[config.mk]
export PLATFORM = sky130hd
export DESIGN_NAME = interrupt_control_logic_8259a_flat
export DESIGN_NICKNAME = d
export VERILOG_FILES = /design/src/rtl/interrupt_control_logic_8259a_if.sv /design/src/rtl/interrupt_control_logic_8259a.sv /design/src/flat_wrapper.sv
export SDC_FILE = /design/constraint.sdc
export NUM_CORES = 1
export LEC_CHECK = 0
export CORE_MARGIN = 4
export CORE_UTILIZATION = 39
export DETAILED_ROUTE_END_ITERATION = 10
export PLACE_DENSITY_LB_ADDON = 0.08
export SETUP_SLACK_MARGIN = 0.1
export SLEW_MARGIN = 20
export SYNTH_ARGS = -nofsm -noshare
export SYNTH_HDL_FRONTEND = slang
export SYNTH_SLANG_ARGS = --single-unit
[constraint.sdc]
create_clock -name i_clock -period 5.63 [get_ports i_clock]
set_clock_uncertainty 0.2 [all_clocks]
set_input_delay 0.563 -clock i_clock [delete_from_list [all_inputs] [get_ports i_clock]]
set_output_delay 0.563 -clock i_clock [all_outputs]
set_load 0.05 [all_outputs]
[src/rtl/interrupt_control_logic_8259a_if.sv]
// Bus/IRR-side signal bundle for the 8259A control logic; master drives requests,
// commands and INTA, slave (the controller) returns INT, freeze, clear, ISR and vector.
interface interrupt_control_logic_8259a_if;
   logic [7:0] i_interrupt_request_register;
   logic [7:0] i_interrupt_mask;
   logic       i_interrupt_acknowledge_n;
   logic       i_end_of_interrupt;
   logic       i_specific_eoi;
   logic [2:0] i_eoi_level;
   logic       i_auto_eoi_config;
   logic       i_rotate_on_eoi;
   logic [4:0] i_vector_base;
   logic       o_interrupt_out;
   logic       o_freeze;
   logic [7:0] o_clear_interrupt_request;
   logic [7:0] o_in_service_register;
   logic [7:0] o_vector_out;
   logic       o_vector_valid;

   modport master (
      output i_interrupt_request_register, i_interrupt_mask, i_interrupt_acknowledge_n,
             i_end_of_interrupt, i_specific_eoi, i_eoi_level, i_auto_eoi_config,
             i_rotate_on_eoi, i_vector_base,
      input  o_interrupt_out, o_freeze, o_clear_interrupt_request, o_in_service_register,
             o_vector_out, o_vector_valid
   );

   modport slave (
      input  i_interrupt_request_register, i_interrupt_mask, i_interrupt_acknowledge_n,
             i_end_of_interrupt, i_specific_eoi, i_eoi_level, i_auto_eoi_config,
             i_rotate_on_eoi, i_vector_base,
      output o_interrupt_out, o_freeze, o_clear_interrupt_request, o_in_service_register,
             o_vector_out, o_vector_valid
   );
endinterface

[src/rtl/interrupt_control_logic_8259a.sv]
// 8259A priority resolver, ISR keeper and two-pulse INTA sequencer; all outputs registered,
// one cycle after the triggering INTA edge / EOI strobe. No backpressure: INTA edges and EOI act when seen.
module interrupt_control_logic_8259a #(
   parameter logic [2:0] RESET_LOWEST_PRIORITY = 3'd7
) (
   input  logic                            i_clock,
   input  logic                            i_reset,
   interrupt_control_logic_8259a_if.slave  bus
);
   typedef enum logic [0:0] {S_IDLE, S_ACK1} state_t;

   state_t     r_state;
   logic       r_inta_n_d;
   logic [2:0] r_lowest;
   logic [7:0] r_isr;
   logic [2:0] r_winner;
   logic       r_spurious;
   logic       r_int;
   logic       r_freeze;
   logic [7:0] r_clear;
   logic [7:0] r_vector;
   logic       r_vector_valid;

   logic [7:0] w_req;
   logic [2:0] w_lvl;
   logic [2:0] w_win_lvl, w_win_rank, w_top_lvl, w_top_rank;
   logic       w_req_any, w_isr_any, w_eligible, w_edge;
   logic [7:0] w_eoi_clear, w_aeoi_clear, w_isr_set;
   logic [2:0] w_eoi_lvl;
   logic       w_eoi_hit, w_aeoi;

   assign w_req  = bus.i_interrupt_request_register & ~bus.i_interrupt_mask;
   assign w_edge = r_inta_n_d & ~bus.i_interrupt_acknowledge_n;

   // Scan from lowest priority up so the last hit is the highest-priority (rank 0 side) bit.
   always_comb begin
      w_lvl      = 3'd0;
      w_win_lvl  = 3'd0;
      w_win_rank = 3'd7;
      w_req_any  = 1'b0;
      w_top_lvl  = 3'd0;
      w_top_rank = 3'd7;
      w_isr_any  = 1'b0;
      for (int r = 7; r >= 0; r--) begin
         w_lvl = r_lowest + 3'd1 + 3'(r);
         if (w_req[w_lvl]) begin
            w_win_lvl  = w_lvl;
            w_win_rank = 3'(r);
            w_req_any  = 1'b1;
         end
         if (r_isr[w_lvl]) begin
            w_top_lvl  = w_lvl;
            w_top_rank = 3'(r);
            w_isr_any  = 1'b1;
         end
      end
   end

   assign w_eligible = w_req_any && (!w_isr_any || (w_win_rank < w_top_rank));

   always_comb begin
      w_eoi_clear = 8'd0;
      w_eoi_lvl   = 3'd0;
      w_eoi_hit   = 1'b0;
      if (bus.i_end_of_interrupt) begin
         if (bus.i_specific_eoi) begin
            if (r_isr[bus.i_eoi_level]) begin
               w_eoi_hit = 1'b1;
               w_eoi_lvl = bus.i_eoi_level;
            end
         end else if (w_isr_any) begin
            w_eoi_hit = 1'b1;
            w_eoi_lvl = w_top_lvl;
         end
      end
      if (w_eoi_hit) w_eoi_clear = 8'd1 << w_eoi_lvl;
   end

   assign w_isr_set    = (r_state == S_IDLE && w_edge && w_eligible) ? (8'd1 << w_win_lvl) : 8'd0;
   assign w_aeoi       = (r_state == S_ACK1) && w_edge && bus.i_auto_eoi_config && !r_spurious;
   assign w_aeoi_clear = w_aeoi ? (8'd1 << r_winner) : 8'd0;

   always_ff @(posedge i_clock or posedge i_reset) begin
      if (i_reset) begin
         r_state        <= S_IDLE;
         r_inta_n_d     <= 1'b1;
         r_lowest       <= RESET_LOWEST_PRIORITY;
         r_isr          <= 8'd0;
         r_winner       <= 3'd0;
         r_spurious     <= 1'b0;
         r_int          <= 1'b0;
         r_freeze       <= 1'b0;
         r_clear        <= 8'd0;
         r_vector       <= 8'd0;
         r_vector_valid <= 1'b0;
      end else begin
         r_inta_n_d     <= bus.i_interrupt_acknowledge_n;
         r_clear        <= 8'd0;
         r_vector_valid <= 1'b0;
         r_isr          <= (r_isr & ~w_eoi_clear & ~w_aeoi_clear) | w_isr_set;
         case (r_state)
            S_IDLE: begin
               if (w_edge) begin
                  r_state    <= S_ACK1;
                  r_freeze   <= 1'b1;
                  r_int      <= 1'b0;
                  r_winner   <= w_eligible ? w_win_lvl : 3'd7;
                  r_spurious <= !w_eligible;
                  r_clear    <= w_isr_set;
               end else begin
                  r_int <= w_eligible;
               end
            end
            default: begin
               r_int <= 1'b0;
               if (w_edge) begin
                  r_state        <= S_IDLE;
                  r_freeze       <= 1'b0;
                  r_vector       <= {bus.i_vector_base, r_winner};
                  r_vector_valid <= 1'b1;
                  if (w_aeoi && bus.i_rotate_on_eoi) r_lowest <= r_winner;
               end
            end
         endcase
         // An explicit EOI rotation takes precedence over a coincident auto-EOI rotation.
         if (w_eoi_hit && bus.i_rotate_on_eoi) r_lowest <= w_eoi_lvl;
      end
   end

   assign bus.o_interrupt_out           = r_int;
   assign bus.o_freeze                  = r_freeze;
   assign bus.o_clear_interrupt_request = r_clear;
   assign bus.o_in_service_register     = r_isr;
   assign bus.o_vector_out              = r_vector;
   assign bus.o_vector_valid            = r_vector_valid;
endmodule
[src/flat_wrapper.sv]
// flat-port wrapper written by rule: the top's interface ports become plain ports
module interrupt_control_logic_8259a_flat 
#(
   parameter logic [2:0] RESET_LOWEST_PRIORITY = 3'd7
)
  (i_clock, i_reset, bus_i_interrupt_request_register, bus_i_interrupt_mask, bus_i_interrupt_acknowledge_n, bus_i_end_of_interrupt, bus_i_specific_eoi, bus_i_eoi_level, bus_i_auto_eoi_config, bus_i_rotate_on_eoi, bus_i_vector_base, bus_o_interrupt_out, bus_o_freeze, bus_o_clear_interrupt_request, bus_o_in_service_register, bus_o_vector_out, bus_o_vector_valid);
  interrupt_control_logic_8259a_if bus_i ();
  input  logic i_clock;
  input  logic i_reset;
  input wire logic [$bits(bus_i.i_interrupt_request_register)-1:0] bus_i_interrupt_request_register;
  input wire logic [$bits(bus_i.i_interrupt_mask)-1:0] bus_i_interrupt_mask;
  input wire logic [$bits(bus_i.i_interrupt_acknowledge_n)-1:0] bus_i_interrupt_acknowledge_n;
  input wire logic [$bits(bus_i.i_end_of_interrupt)-1:0] bus_i_end_of_interrupt;
  input wire logic [$bits(bus_i.i_specific_eoi)-1:0] bus_i_specific_eoi;
  input wire logic [$bits(bus_i.i_eoi_level)-1:0] bus_i_eoi_level;
  input wire logic [$bits(bus_i.i_auto_eoi_config)-1:0] bus_i_auto_eoi_config;
  input wire logic [$bits(bus_i.i_rotate_on_eoi)-1:0] bus_i_rotate_on_eoi;
  input wire logic [$bits(bus_i.i_vector_base)-1:0] bus_i_vector_base;
  output wire logic [$bits(bus_i.o_interrupt_out)-1:0] bus_o_interrupt_out;
  output wire logic [$bits(bus_i.o_freeze)-1:0] bus_o_freeze;
  output wire logic [$bits(bus_i.o_clear_interrupt_request)-1:0] bus_o_clear_interrupt_request;
  output wire logic [$bits(bus_i.o_in_service_register)-1:0] bus_o_in_service_register;
  output wire logic [$bits(bus_i.o_vector_out)-1:0] bus_o_vector_out;
  output wire logic [$bits(bus_i.o_vector_valid)-1:0] bus_o_vector_valid;
  assign bus_i.i_interrupt_request_register = bus_i_interrupt_request_register;
  assign bus_i.i_interrupt_mask = bus_i_interrupt_mask;
  assign bus_i.i_interrupt_acknowledge_n = bus_i_interrupt_acknowledge_n;
  assign bus_i.i_end_of_interrupt = bus_i_end_of_interrupt;
  assign bus_i.i_specific_eoi = bus_i_specific_eoi;
  assign bus_i.i_eoi_level = bus_i_eoi_level;
  assign bus_i.i_auto_eoi_config = bus_i_auto_eoi_config;
  assign bus_i.i_rotate_on_eoi = bus_i_rotate_on_eoi;
  assign bus_i.i_vector_base = bus_i_vector_base;
  assign bus_o_interrupt_out = bus_i.o_interrupt_out;
  assign bus_o_freeze = bus_i.o_freeze;
  assign bus_o_clear_interrupt_request = bus_i.o_clear_interrupt_request;
  assign bus_o_in_service_register = bus_i.o_in_service_register;
  assign bus_o_vector_out = bus_i.o_vector_out;
  assign bus_o_vector_valid = bus_i.o_vector_valid;
  interrupt_control_logic_8259a #(.RESET_LOWEST_PRIORITY(RESET_LOWEST_PRIORITY)) u_core (.i_clock(i_clock), .i_reset(i_reset), .bus(bus_i));
endmodule
# Word-level counts from Yosys, hierarchy flattened
# Index checks and enable logic that the tools add are counted.
# totals
regBits	36
in_bits	31
output_inout_bits	27
wordCells	167
# op_classes
n_addsub	8
magnitude_cmp	10
shifts	3
mux	107
bitwise	10
n_reduce_logical	18
# ops
operator	count
2-to-1 mux 3 bit	33
binary-select mux 1 bit (select 3 bit)	17
2-to-1 mux 1 bit	48
2-to-1 mux 8 bit	5
< comparator 3 x 4 -> 1 bit, second input constant	9
bitwise AND 8 bit	3
NOT 8 bit	3
<< shifter 1 x 3 -> 8 bit, first input constant	3
adder 3 bit, second input constant	4
logical AND 1 bit	8
2-to-1 mux 2 bit	4
bitwise OR 8 bit	1
adder 3 x 1 -> 3 bit, second input constant	2
adder 3 x 2 -> 3 bit, second input constant	2
nonzero test 2 bit	3
AND reduction 2 bit	2
logical NOT 1 bit	3
< comparator 3 bit	1
AND reduction 3 bit	1
NOT 1 bit	2
bitwise AND 1 bit	1
logical OR 1 bit	1

# Longest topological paths before layout
# depth
ltp_word	21
depth_mapped	18
depth_no_buf	13

# Worst setup path after synthesis
# Ideal clock, no wire load.
# synth_timing
path_type	register to register
start	reg u_core.r_lowest[0]
end	reg u_core.r_isr[0] (netlist: u_core.bus.o_in_service_register[0])
setup_ns	0.083
t_arrival_ns	4.293
required_time_ns	5.347
setup_slack_ns	1.054
path_stages_with_launch	19
n_path_buf	5
period_less_slack_ns	4.576
path_cell_list	dfstp_2 -> buf_6 -> inv_2 -> buf_4 -> clkbuf_1 -> ha_1 -> buf_6 -> inv_2 -> mux4_2 -> mux2_2 -> or4_1 -> inv_1 -> ha_1 -> a21o_1 -> o2bb2ai_1 -> a211oi_2 -> buf_6 -> nand3b_4 -> o22ai_1
# synth_via
elab_chain_cells	21
elab_cells_between_ends	105
cone_classes	8 x add/sub; 1 x order compare; 2 x shift; 86 x mux; 4 x bitwise; 4 x reduce/logical
# synth_lines
element	line	text
from (decl)	interrupt_control_logic_8259a.sv:14	logic [2:0] r_lowest;
from (signal assigned)	interrupt_control_logic_8259a.sv:121	if (w_aeoi && bus.i_rotate_on_eoi) r_lowest <= r_winner;
from (signal assigned)	interrupt_control_logic_8259a.sv:126	if (w_eoi_hit && bus.i_rotate_on_eoi) r_lowest <= w_eoi_lvl;
adder 3 x 1 -> 3 bit *	interrupt_control_logic_8259a.sv:45	w_lvl = r_lowest + 3'd1 + 3'(r);
adder 3 bit	interrupt_control_logic_8259a.sv:45	
binary-select mux 1 bit (select 3 bit)	interrupt_control_logic_8259a.sv:51	if (r_isr[w_lvl]) begin
2-to-1 mux 1 bit (not written as such)	interrupt_control_logic_8259a.sv:51	
2-to-1 mux 3 bit / 2-to-1 mux 1 bit (equally long branches) (8 in a row)	interrupt_control_logic_8259a.sv:51	
2-to-1 mux 3 bit	interrupt_control_logic_8259a.sv:71	end else if (w_isr_any) begin
2-to-1 mux 3 bit	interrupt_control_logic_8259a.sv:66	if (bus.i_specific_eoi) begin
2-to-1 mux 3 bit	interrupt_control_logic_8259a.sv:65	if (bus.i_end_of_interrupt) begin
<< shifter 1 x 3 -> 8 bit	interrupt_control_logic_8259a.sv:76	if (w_eoi_hit) w_eoi_clear = 8'd1 << w_eoi_lvl;
2-to-1 mux 8 bit	interrupt_control_logic_8259a.sv:76	
NOT 8 bit	interrupt_control_logic_8259a.sv:100	r_isr <= (r_isr & ~w_eoi_clear & ~w_aeoi_clear) | w_isr_set;
bitwise AND 8 bit (2 in a row)	interrupt_control_logic_8259a.sv:100	
bitwise OR 8 bit *	interrupt_control_logic_8259a.sv:100	
to (signal assigned)	interrupt_control_logic_8259a.sv:100	
to (decl)	interrupt_control_logic_8259a.sv:15	logic [7:0] r_isr;
# Every way passes the cells marked *; elsewhere a longest branch is shown, timed or not. The select of a mux whose other input is x is not followed.
# A chain may end at the register's enable or synchronous reset.

# Worst setup path after layout
# layout_timing
start	reg u_core.r_lowest[0]
end	reg u_core.r_isr[2] (netlist: u_core.bus.o_in_service_register[2])
# Same word-level chain as after synthesis.

==> metrics <==
outcome finished clean; clock tree buffer depth 2; root buf cell clkbuf_8; final wirelength 11.2 mm; Final Worst Setup Slack 1.07 ns; Max Slew Vio Count 0; maximum clock rate 220 MHz; first-pass GRT wire length 18.3 mm; reg2reg start u_core.r_lowest[0]; Num CTS Buffers 5; DRT iter0 DRCs 272; RSZ-0062 raised after global routing false; CP endpoint kind register; TNS Setup 0 ns; Final Hold Viols 0; synthesized cell area 0.00370 sq mm; Worst-Margin Slew 0.987 ns; crit start category register; CTS tree done; FF+latch count, synth 36; placed cells 549; most common cell after layout, fill and taps aside clkdlybuf4s50_1; detailed-route DRC error count 0; Antenna Cells 0; Yosys Warn Count 0; antenna viol nets, final 0; EDFF count, synth 0; pre-CTS setup slack 1.10 ns; clk sinks 36; Crit Path Class reg2reg; clk slew on worst S/H paths 0.08 ns; drt pass-1 iters 5; share of layout cells above drive strength 1 19.2%; Setup Fix Bufs, Post-CTS 0; row count 35; FFs w/ async S/R, synth 100%; Tcrit/Tclk final 80.9%; CP Data Required Time 5.64 ns; GRT Total Usage 20.5%; I/O Buffers 57; grt total ovfl 0; Hold Crit Class reg2reg; Die H 105 um; fin cells 557; die area 0.0111 sq mm; headroom to the max-slew limit 33.7%; CTS Hold Bufs 0; Ports 58; Mapped Avg Cell Area 9.93 sq um; Mapped Nets 410; Final nets 464; vias after detailed routing 3401; Syn Inst Count 373; area grow syn2layout 21.1%; Reg2Reg Depth 14; worst setup path start u_core.r_lowest[0]; Tmin final 4.56 ns; fillers 882; Max Cap Viol 0; Chip Width 105 um; Final setup viols 0; ys flop type dfrtp_1; worst skew pair latency 0.30 ns; initial core utilization 40.1%; Core Box Area 0.00924 sq mm; R2R Path End u_core.bus.o_in_service_register[2]; vias per cell 6.11; Final GP Congestion 0.924; initial antenna violation count 0; pin count of the biggest net entering global routing 37; CP Max Fanout 17; setup slack, reg-to-reg 1.07 ns; CP endpoint u_core.bus.o_in_service_register[2]; number of global-route vias before repair 3340; sequential share of the synthesized area 24.5%; dpl hpwl 8.45 mm; Avg WL per Cell 20.1 um; commonest cells after routing, fill and taps aside clkdlybuf4s50_1, nor2_1, dfrtp_1; cts repair resizes 0; CP arrival 4.57 ns; Cell variety after synth 79; H-tree depth 2
==> layer usage <==
layer,part of all wire (%),GRT usage (%),vias to the layer above
li1,-,-,1575
met5,0,0,-
met1,46,29.8,1650
met3,6.7,3.92,22
met4,2.6,6.28,0
met2,45,30.9,154
==> cells by family (layout without fill, tap and decap cells) <==
group                    count (synthesis)  after routing  synth area share, %
AND/OR/NAND/NOR                        120            120                 18.6
buffers and inverters                   31             86                 4.43
XOR/XNOR                                 6              6                 3.21
flip-flops                              36             36                 24.5
adder cells (fa/ha/maj)                  6              6                 2.03
multiplexers                            68             68                 27.2
AO/OA/AOI/OAI                          106            106                 20.0
==> how the worst min path moves through the flow <==
stage / to / slack, ns / startpoint / depth (start not counted)
2_1_floorplan: u_core.r_spurious / 0.26 / u_core.r_spurious / 2
3_3_place_gp: u_core.bus.o_freeze / 0.27 / u_core.bus.o_freeze / 1
3_5_place_dp: u_core.bus.o_freeze / 0.27 / u_core.bus.o_freeze / 1
4_1_cts: u_core.bus.o_freeze / 0.29 / u_core.bus.o_freeze / 1
5_1_grt: u_core.bus.o_freeze / 0.31 / u_core.bus.o_freeze / 1
6_report: u_core.bus.o_freeze / 0.28 / u_core.bus.o_freeze / 1
==> cells in the mapped netlist (all sizes together), types with 7 or more instances <==
| master | count | share of area [%] |
|---|---|---|
| dfrtp | 32 | 22 |
| inv | 13 | 1.3 |
| mux2i | 28 | 7.8 |
| mux2 | 17 | 5.5 |
| o22ai | 7 | 1.2 |
| nand2 | 18 | 1.8 |
| a21oi | 20 | 2.8 |
| nor3 | 8 | 1.1 |
| mux4 | 23 | 14 |
| clkbuf | 7 | 0.71 |
| o21ai | 20 | 2.7 |
| nand2b | 12 | 2.0 |
| nor2b | 10 | 1.7 |
| nor2 | 34 | 3.6 |
| buf | 10 | 2.3 |
==> state kept, by name, indices dropped and copies added (netlist names), 3 cells and up <==
name,cells
u_core.r_winner,3
u_core.bus.o_vector_out,8
u_core.r_lowest,3
u_core.bus.o_clear_interrupt_request,8
u_core.bus.o_in_service_register,8
==> stage by stage <==
stage | hold WS (ns) | area [sq um] | util (%)
after detailed placement | 0.270 | 4380 | 47.4
after floorplan | 0.264 | 3700 | -
after global routing | 0.313 | 4480 | 48.5
after global placement | 0.268 | 4380 | 47.4
after CTS | 0.289 | 4480 | 48.5
final | 0.282 | 4480 | 48.5
==> layout make-up <==
class / count / area [sq um] / area share, %
clock buffer: 6 / 72.6 / 1.62
multi-input combinational: 306 / 2630 / 58.7
timing repair buffer: 64 / 623 / 13.9
inverter: 14 / 52.6 / 1.17
clock inverter: 2 / 35.0 / 0.781
sequential: 36 / 906 / 20.2
tap: 129 / 161 / 3.60
==> critical path, cell delays in order, from the launching register on <==
cell and delay, ns:
dfstp_2 0.66, inv_2 0.06, ha_1 0.34, inv_2 0.32, mux4_2 0.62, mux2_2 0.33, or4_1 0.46, inv_1 0.09
ha_1 0.24, a21o_1 0.18, o2bb2ai_1 0.14, a211oi_2 0.21, buf_4 0.22, nand3_1 0.18, o22ai_1 0.22
Power is not shown: default switching activity piles up to over one toggle a cycle in this logic, so the estimate is an artifact.
==> edit, RTL diff (config.mk and constraints unchanged) <==
Make the reset (`i_reset`) synchronous in one clocked block.
--- a/src/rtl/interrupt_control_logic_8259a.sv
+++ b/src/rtl/interrupt_control_logic_8259a.sv
@@ -80,7 +80,7 @@
    assign w_aeoi       = (r_state == S_ACK1) && w_edge && bus.i_auto_eoi_config && !r_spurious;
    assign w_aeoi_clear = w_aeoi ? (8'd1 << r_winner) : 8'd0;
 
-   always_ff @(posedge i_clock or posedge i_reset) begin
+   always_ff @(posedge i_clock) begin
       if (i_reset) begin
          r_state        <= S_IDLE;
          r_inta_n_d     <= 1'b1;
Check against the original RTL: differs if i_reset is asserted again (counterexample within 4 cycles, from zero or initial values and one cycle with i_reset high); with i_reset held inactive, the same outputs for 4 cycles.
==> edit against the unedited design <==
Synthesized area is 1.1% higher. Via count grew 4.2%. Hold slack worse by 0.0023 ns. Design area grew 0.84%. Sequential cell count unchanged. Global-route usage down 0.76 points. Worst setup slack worse by 0.089 ns. Count of clock-buffer cells in the layout did not move. Routed wire length fell by 1.9%.
==> edit: results (changes against the unedited design) <==
.. list-table::
   :header-rows: 1

   * - Metric
     - Value
   * - Library cell contributing the largest single delay on the critical path
     - sky130_fd_sc_hd__a222oi_1
   * - Global-route wire length before repair
     - 18.11 mm (-1.3%)
   * - P_leak
     - between 0.0015 and 0.002 uW
   * - Arrival time worst endpoint
     - 4.66 ns (+0.09 ns)
   * - Critical Path Max Stage Delay
     - 0.73 ns (+0.07 ns)
   * - Worst path top cell family by delay
     - compound AO/OA/AOI/OAI gates
   * - Proportion of synthesized chip area in sequential cells
     - 0.1925 (-0.05208)
   * - Register-to-Register Path Depth
     - 11 (-3)
   * - Endpoint of the most critical setup path
     - u_core.bus.o_in_service_register[0]
   * - Crit Path Class
     - flip-flop to flip-flop
   * - DRC violation total after the first TritonRoute iteration
     - 255 (-6.3%)
   * - Ys async rst share
     - 0 (-1.000)
   * - Synth warn
     - 0 (unchanged)
   * - Top cell types by occurrence after synthesis
     - sky130_fd_sc_hd__nor2_1, sky130_fd_sc_hd__dfxtp_1, sky130_fd_sc_hd__mux4_2, sky130_fd_sc_hd__nand2_1, sky130_fd_sc_hd__mux2i_1
   * - Ratio of cells with drive above 1 in the final layout
     - 0.1630 (-0.02855)
   * - Number of search-and-repair iterations in the first detailed-routing pass
     - 9 (+4)
   * - Number of library cell types mapped by synthesis
     - 73 (-7.6%)
   * - Max Transition Viols Final
     - 0 (unchanged)
   * - Post-detailed-route via-to-cell ratio
     - 6.019 (-1.4%)
   * - Largest cells by area after synthesis
     - sky130_fd_sc_hd__dfxtp_1, sky130_fd_sc_hd__mux4_2, sky130_fd_sc_hd__mux2i_1
   * - CTS H-tree depth
     - 2 (unchanged)
   * - Global routing usage summed across all routing layers
     - 0.1977 (-0.007574)
   * - Slew @ Worst Pin
     - 0.8974 ns (-0.08924 ns)
   * - Largest fanout of any net on the critical path
     - 16 (-1)
   * - Net count reported at finish
     - 496 (+6.9%)
   * - Fill cell count
     - 919 (+4.2%)
   * - Wirelength per Cell
     - 18.63 um (-7.2%)
   * - Setup fix buffers added after clock tree synthesis
     - 0 (unchanged)
   * - Pin count of the biggest net entering global routing
     - 30 (-19%)
   * - Post-detail-place hpwl
     - 8.422 mm (-0.35%)
   * - FF-to-FF Start
     - u_core.r_lowest[0]
   * - Resized Gates After CTS
     - 0 (unchanged)
   * - Initial antenna violation count
     - 0 (unchanged)
   * - Run status
     - finished, final reports clean
   * - Reg-to-reg setup timing slack
     - 0.99 ns (-0.09 ns)
   * - Vias in the first global route
     - 3,480 (+4.2%)
   * - Clock latency on the worst-skew pair
     - about 0.29 ns
   * - Gp weighted congestion
     - 0.8801 (-4.7%)
   * - I/O Buffers
     - 57 (unchanged)
   * - Min-Delay Path Class
     - flip-flop to flip-flop
   * - Worst IR drop on VDD
     - ~0.17 mV
   * - CTS Buf Count
     - 5 (unchanged)
   * - Synth Net Count
     - 449 (+9.5%)
-- edit: cell count changes in the layout (fill, tap and decap cells not counted), moves of 8 or more --
cell                      before  now
sky130_fd_sc_hd__nor2_1       33   43
sky130_fd_sc_hd__nand2_1      18   28
sky130_fd_sc_hd__mux2_2       14    6
sky130_fd_sc_hd__dfrtp_1      32    0
sky130_fd_sc_hd__dfxtp_1       0   36
sky130_fd_sc_hd__nand3_1       4   12
-- edit: kinds of logic after synthesis --
group                    Yosys count  synth area share
AO/OA/AOI/OAI                     91            0.1811
XOR/XNOR                           6           0.02373
adder cells (fa/ha/maj)            6           0.02005
buffers and inverters             42           0.05114
flip-flops                        36            0.1925
multiplexers                      63            0.2751
AND/OR/NAND/NOR                  168            0.2564
-- edit: how the worst min path moves through the flow --
stage / from / end / slack [ns] / depth (start not counted)
5_1_grt: u_core.r_state / u_core.bus.o_vector_valid / 0.33 / 2
3_5_place_dp: u_core.r_spurious / u_core.r_spurious / 0.27 / 2
3_3_place_gp: u_core.r_spurious / u_core.r_spurious / 0.26 / 2
2_1_floorplan: u_core.r_spurious / u_core.r_spurious / 0.25 / 2
4_1_cts: u_core.r_spurious / u_core.r_spurious / 0.28 / 2
6_report: u_core.r_spurious / u_core.r_spurious / 0.28 / 2
-- edit: metal layers --
layer | part of all wire | routed length, um | global-route usage | up-vias
li1 | - | - | - | 1678
met2 | 0.47 | 5127 | 0.3265 | 125
met1 | 0.47 | 5146 | 0.2757 | 1730
met4 | 0.012 | 136 | 0.05088 | 0
met3 | 0.051 | 562 | 0.02307 | 12
met5 | 0 | 0 | 0 | -
-- edit: tightest hold or removal path: stages (launching register included) --
cell	delay [ns]
sky130_fd_sc_hd__dfxtp_1	0.31
sky130_fd_sc_hd__nor2_1	0.08
sky130_fd_sc_hd__nor3_1	0.05
-- edit: final cells by class --
class                      count  area share
sequential                    36      0.1594
clock buffer                   6     0.01605
clock inverter                 2    0.007748
multi-input combinational    334      0.6267
timing repair buffer          66      0.1411
tap                          129     0.03569
inverter                      16     0.01328
-- edit: report_power, final --
group          leakage [uW]  total [uW]  switching, uW  internal [uW]
Combinational       0.00135        1300            747            555
Sequential         0.000293         339           52.7            286
Clock             0.0000552         222           90.8            131
-- edit: stage by stage --
step	instances	power (uW)	instance area (um2)	setup slack [ns]	util
3_5_place_dp	581	1632	4414	1.053	0.4755
3_3_place_gp	581	1636	4414	1.171	0.4755
4_1_cts	589	1861	4522	1.042	0.4871
2_1_floorplan	412	1308	3744	1.001	-
6_report	589	1863	4522	0.9851	0.4871
5_1_grt	589	1998	4522	0.6360	0.4871
